==> config.mk <==
export PLATFORM = sky130hd
export DESIGN_NAME = shift_reg_mm_input
export DESIGN_NICKNAME = d
export VERILOG_FILES = /design/src/rtl/shift_reg_mm_input.sv
export SDC_FILE = /design/constraint.sdc
export NUM_CORES = 1
export LEC_CHECK = 0
export ABC_AREA = 0
export CAP_MARGIN = 20
export CORE_UTILIZATION = 57
export CTS_CLUSTER_DIAMETER = 80
export DETAILED_ROUTE_END_ITERATION = 16
export PLACE_DENSITY = 0.82
export SLEW_MARGIN = 30
export SYNTH_ARGS = -nofsm -noshare
export SYNTH_HDL_FRONTEND = slang
export SYNTH_SLANG_ARGS = --single-unit
==> constraint.sdc <==
create_clock -name clk_clk -period 9.32 [get_ports clk_clk]
set_clock_uncertainty 0.2 [all_clocks]
set_input_delay 2.796 -clock clk_clk [delete_from_list [all_inputs] [get_ports clk_clk]]
set_output_delay 2.796 -clock clk_clk [all_outputs]
set_load 0.03 [all_outputs]
==> src/rtl/shift_reg_mm_input.sv <==
// Serial-to-parallel capture: synchronised serial_in is shifted on a programmable bit
// tick, completed words are queued in a FIFO that the HPS drains over Avalon-MM.
module shift_reg_mm_input #(
  parameter int unsigned WIDTH     = 32,
  parameter int unsigned DEPTH     = 16,
  parameter int unsigned DIV_RESET = 0
) (
  input  logic             clk_clk,
  input  logic             reset_reset_n,
  input  logic             serial_in,
  input  logic [1:0]       avs_address,
  input  logic             avs_read,
  input  logic             avs_write,
  input  logic [WIDTH-1:0] avs_writedata,
  output logic [WIDTH-1:0] avs_readdata,
  output logic             word_irq
);

  localparam int unsigned AW = $clog2(DEPTH);
  localparam int unsigned PW = AW + 1;
  localparam int unsigned BW = $clog2(WIDTH + 1);
  localparam int unsigned DW = 16;

  localparam logic [1:0] ADDR_DATA    = 2'd0;
  localparam logic [1:0] ADDR_STATUS  = 2'd1;
  localparam logic [1:0] ADDR_CONTROL = 2'd2;
  localparam logic [1:0] ADDR_DIVISOR = 2'd3;

  logic             sync1;
  logic             sync2;
  logic             en;
  logic             irq_en;
  logic             overflow;
  logic [DW-1:0]    divisor;
  logic [DW-1:0]    div_cnt;
  logic [BW-1:0]    bit_cnt;
  logic [WIDTH-1:0] shreg;
  logic [WIDTH-1:0] mem [DEPTH];
  logic [PW-1:0]    wr_ptr;
  logic [PW-1:0]    rd_ptr;

  logic [31:0]      wdata;
  logic             unused_wdata;
  logic             wr_control;
  logic             wr_divisor;
  logic             wr_status;
  logic             rd_fifo;
  logic             clear;
  logic [PW-1:0]    level;
  logic             empty;
  logic             full;
  logic             tick;
  logic             word_done;
  logic [WIDTH-1:0] new_word;
  logic             pop;
  logic             push;
  logic             ovf_set;
  logic [31:0]      rd_mux;

  // Register-bus decode; writedata is widened so narrow WIDTH values still expose bit 2.
  assign wdata        = 32'(avs_writedata);
  assign unused_wdata = ^wdata;
  assign wr_control   = avs_write && (avs_address == ADDR_CONTROL);
  assign wr_divisor   = avs_write && (avs_address == ADDR_DIVISOR);
  assign wr_status    = avs_write && (avs_address == ADDR_STATUS);
  assign rd_fifo      = avs_read  && (avs_address == ADDR_DATA);
  assign clear        = wr_control && wdata[2];

  assign level = wr_ptr - rd_ptr;
  assign empty = (level == '0);
  assign full  = (level == PW'(DEPTH));

  assign tick      = en && (div_cnt == divisor);
  assign word_done = tick && (bit_cnt == BW'(WIDTH - 1));
  assign new_word  = {shreg[WIDTH-2:0], sync2};

  // A pop frees the slot a full-FIFO push needs; clear suppresses both.
  assign pop     = rd_fifo && !empty && !clear;
  assign push    = word_done && (!full || pop) && !clear;
  assign ovf_set = word_done && full && !pop && !clear;

  assign word_irq = irq_en && !empty;

  always_comb begin
    rd_mux = '0;
    case (avs_address)
      ADDR_DATA:    rd_mux = empty ? 32'd0 : 32'(mem[rd_ptr[AW-1:0]]);
      ADDR_STATUS:  rd_mux = {16'd0, 8'(level), 5'd0, overflow, full, empty};
      ADDR_CONTROL: rd_mux = {30'd0, irq_en, en};
      ADDR_DIVISOR: rd_mux = {16'd0, divisor};
      default:      rd_mux = '0;
    endcase
  end

  // Two-flop synchroniser for the asynchronous serial line.
  always_ff @(posedge clk_clk or negedge reset_reset_n) begin
    if (!reset_reset_n) begin
      sync1 <= 1'b0;
      sync2 <= 1'b0;
    end else begin
      sync1 <= serial_in;
      sync2 <= sync1;
    end
  end

  always_ff @(posedge clk_clk or negedge reset_reset_n) begin
    if (!reset_reset_n) begin
      en      <= 1'b0;
      irq_en  <= 1'b0;
      divisor <= DW'(DIV_RESET);
    end else begin
      if (wr_control) begin
        en     <= wdata[0];
        irq_en <= wdata[1];
      end
      if (wr_divisor) begin
        divisor <= wdata[DW-1:0];
      end
    end
  end

  // Bit-rate divider; a DIVISOR write restarts the count without touching the partial word.
  always_ff @(posedge clk_clk or negedge reset_reset_n) begin
    if (!reset_reset_n) begin
      div_cnt <= '0;
    end else if (clear || !en || wr_divisor || tick) begin
      div_cnt <= '0;
    end else begin
      div_cnt <= div_cnt + DW'(1);
    end
  end

  always_ff @(posedge clk_clk or negedge reset_reset_n) begin
    if (!reset_reset_n) begin
      shreg   <= '0;
      bit_cnt <= '0;
    end else if (clear || !en) begin
      shreg   <= '0;
      bit_cnt <= '0;
    end else if (tick) begin
      shreg   <= new_word;
      bit_cnt <= word_done ? '0 : bit_cnt + BW'(1);
    end
  end

  always_ff @(posedge clk_clk or negedge reset_reset_n) begin
    if (!reset_reset_n) begin
      for (int i = 0; i < int'(DEPTH); i++) begin
        mem[i] <= '0;
      end
    end else if (push) begin
      mem[wr_ptr[AW-1:0]] <= new_word;
    end
  end

  always_ff @(posedge clk_clk or negedge reset_reset_n) begin
    if (!reset_reset_n) begin
      wr_ptr <= '0;
      rd_ptr <= '0;
    end else if (clear) begin
      wr_ptr <= '0;
      rd_ptr <= '0;
    end else begin
      if (push) wr_ptr <= wr_ptr + PW'(1);
      if (pop)  rd_ptr <= rd_ptr + PW'(1);
    end
  end

  // Sticky overflow: a dropped word wins over a same-cycle write-1-to-clear.
  always_ff @(posedge clk_clk or negedge reset_reset_n) begin
    if (!reset_reset_n) begin
      overflow <= 1'b0;
    end else if (clear) begin
      overflow <= 1'b0;
    end else if (ovf_set) begin
      overflow <= 1'b1;
    end else if (wr_status && wdata[2]) begin
      overflow <= 1'b0;
    end
  end

  always_ff @(posedge clk_clk or negedge reset_reset_n) begin
    if (!reset_reset_n) begin
      avs_readdata <= '0;
    end else if (avs_read) begin
      avs_readdata <= WIDTH'(rd_mux);
    end
  end

endmodule

==> run_results.csv <==
group,metric,value,unit
run_status,status,"complete, no violations",
layout,layout.filler_cells,3396,
detailed_routing,detail_route.first_pass.iterations,7,
floorplan,floorplan.die_area,0.0514,sq mm
floorplan,design.portCount,72,
sta,tns,0,ns
clock_tree,setup_repair_bufs_after_cts,0,
sta,final.period_utilization,0.789,
flow_run,maxCapViolCount,0,
worst_setup_path,worst-setup-path-type,"reg2out",
clock_tree,insertion_delay,0.63,ns
yosys,synthMostInstantiatedCell,"dfrtp_1",
clock_tree,ctsResizeCount,0,
placed_design,port-buffer-count,55,
power_and_ir_drop,ir_worst_vdd,0.168,mV
detailed_routing,route.antenna.remaining_nets,0,
yosys,combined_area_of_all_synthesized_cells,0.0288,sq mm
worst_setup_path,worst_ep_arrival_time,4.36,ns
layout,multiInputGateArea,0.0122,sq mm
worst_setup_path,worstSetupStartpoint,"rd_ptr[1]$_DFFE_PN0P_",
floorplan,start_util,0.583,
clock_tree,clk_root_buffer_cell,"clkbuf_16",
yosys,syn_area_per_cell,14.3,sq um
detailed_routing,route.detailed.wl_per_inst,25.0,microns
detailed_routing,postRouteWirelength,67.8,mm
layout,finish.net_count,2062,
clock_tree,cts.sinks,628,
power_and_ir_drop,power_leakage,0.0146,uW
yosys,post_synthesis_register_bit_count,628,
global_route,grt_first_pass_wirelength,107,mm
hold_path,min_from,"sync1$_DFF_PN0_",
worst_setup_path,critical_path_cell_with_the_highest_stage_delay,"clkinv_1",
global_route,gr-usage-all-layers,0.277,
detailed_routing,vias,17200,
worst_setup_path,worst_r2r_startpoint,"rd_ptr[1]$_DFFE_PN0P_",
worst_setup_path,worstPathMaxFanout,23,
sta,rsz0062_at_grt,"no",
sta,timing.max_slew.rel_slack,0.327,
clock_tree,tritoncts.num_buffers,61,
worst_setup_path,crit_chain,"clkinv_1, ha_1, nand3b_1, a221oi_1, nor2_1, nor2_1, nor2b_1, clkdlybuf4s50_1",
worst_setup_path,cp-start-kind,"flip-flop",
layout,final_cells,2716,
yosys,syn-instance-count,2013,
detailed_routing,drcViolationCount,0,
yosys,post-synth-top-area-fraction,0.546,
worst_setup_path,critical-path-max-stage-delay,0.87,ns
clock_tree,post_cts_hold_buffer_count,0,
layout,syn_to_final_growth,10.4,%
global_route,grt_max_degree,171,
sta,worst_slew_pin_slew,1.01,ns
clock_tree,clock_transition_time_at_the_flip_flop_clock_pins_of_the_worst_setup_and_hold_paths,0.06,ns
clock_tree,tritoncts,"yes",
global_route,number_of_global_route_vias_before_repair,18100,
layout,share_of_final_layout_standard_cells_stronger_than_drive_strength_1,0.386,
worst_setup_path,crit_required,6.32,ns
yosys,cell_type_contributing_the_most_total_cell_area_after_synthesis,"dfrtp_1",
floorplan,chipWidth,227,microns
floorplan,row_count,81,
detailed_routing,drt-initial-drc-count,1566,
yosys,synthTopCellsByCount,"628 x dfrtp_1, 493 x mux2_2, 169 x nand2_1, 144 x mux4_2, 93 x clkbuf_1",
floorplan,die-height,227,microns
yosys,netlist_top_cells_area,"dfrtp_1 55%, mux2_2 19%, mux4_2 11%",
yosys,ys_dominant_reg_cell,"dfrtp_1",
placed_design,routability_congestion,0.872,
layout,antennaDiodeCount,0,
sta,finalCriticalPeriod,7.36,ns
yosys,synth-warning-count,0,
sta,timing.final.hold_violations,0,
global_route,initial_antenna_violation_count,0,
sta,report.final.slew_viol_count,0,
yosys,postSynthNetCount,2064,
worst_setup_path,crit_end_category,"output port",
worst_setup_path,worst_path_most_repeated_cell,"nor2_1",
yosys,post_synth_num_cell_types,54,
layout,seq_area,0.0157,sq mm
global_route,grt.overflow.total,0,
clock_tree,clock_path_buffers,3,
clock_tree,h-tree-depth,2,
placed_design,hpwl,37.0,mm
power_and_ir_drop,power_per_cell_area,192,mW/mm^2
detailed_routing,drt-vias-per-instance,6.34,
floorplan,core_area,0.0494,sq mm
yosys,ys_seq_area_frac,0.546,
hold_path,hold_class,"reg2reg",
sta,fmax,0.136,GHz
yosys,async_reset_ff_frac,1.00,
sta,setup_viol,0,
yosys,synth_edf_count,0,
placed_design,placedCellCount,2609,
kinds of logic after synthesis:
group,after synthesis,synth area share
fa+ha+maj,12,0.00548
mux,680,0.322
xor+xnor,38,0.0116
flops,628,0.546
simple gates,377,0.0654
compound gates,95,0.0187
buf+inv,183,0.0307
report_power, final:
group          leakage, uW  switching, uW  internal [uW]
registers          0.00869           84.3           2760
logic              0.00495            573            338
clock network     0.000924           1020           1340
worst max-delay path, delay by kind of cell (launching register included):
family                     cells  cell delay, ns
and+or+nand+nor                4            0.52
AOI/OAI and AO/OA              1            0.42
adders and majority gates      1            0.65
DFF                            1            0.67
buffers and inverters          2            1.46
layer usage:
layer | vias up | wire (microns) | track usage
met5 | - | 0 | 0
met4 | 0 | 1800 | 0.0891
met3 | 138 | 5500 | 0.0651
met2 | 671 | 32400 | 0.438
met1 | 9135 | 28100 | 0.380
li1 | 7279 | - | -
cell usage in the layout (no fill, tap or decap), drive strengths merged, types with 3 or more instances in the layout:
master and count:
a21oi 43, a31oi 14, and2 4, and3 9, and4 3, buf 41
clkbuf 95, clkdlybuf4s50 53, clkinv 10, dfrtp 628, ha 11, inv 22
mux2 534, mux4 144, nand2 169, nand2b 3, nand3 90, nand4 12
nor2 52, nor3 17, o21ai 23, or2 3, xnor2 21, xor2 17
area by class of cell:
cell class              instances  share of cell area
flip-flops and latches        628               0.495
clock buffers                  95              0.0565
clock inverters                 9             0.00279
inverters                      24             0.00283
repair buffers                 94              0.0325
well taps                     664              0.0261
multi-input cells            1202               0.385
worst paths after layout:
check	cells after the start	slack [ns]	endpoint
max	8	1.96	word_irq
min	0	0.16	sync2$_DFF_PN0_
max reg2reg	9	3.86	mem[475]$_DFFE_PN0P_
min reg2reg	0	0.16	sync2$_DFF_PN0_
max in group asynchronous	3	5.44	mem[374]$_DFFE_PN0P_
min in group asynchronous	1	2.05	divisor[6]$_DFFE_PN0P_
per-stage QoR:
step	util	instance area [sq um]	worst slack [ns]	total power (uW)	hold WS (ns)
floorplan	-	28800	3.62	3490	0.131
finish	0.644	31800	1.96	6120	0.157
detailed placement	0.604	29800	2.51	3790	0.150
global placement	0.603	29800	2.06	3780	0.132
CTS	0.642	31700	2.05	6150	0.163
global route	0.644	31800	1.86	6330	0.179
sequential cells by signal, indices dropped and copies added, names as in the netlist, 5 cells and up:
register / flops
divisor: 16
wr_ptr: 5
rd_ptr: 5
mem: 512
shreg: 31
avs_readdata: 32
bit_cnt: 6
div_cnt: 16
No activity file was read; power rests on OpenSTA's default activity.
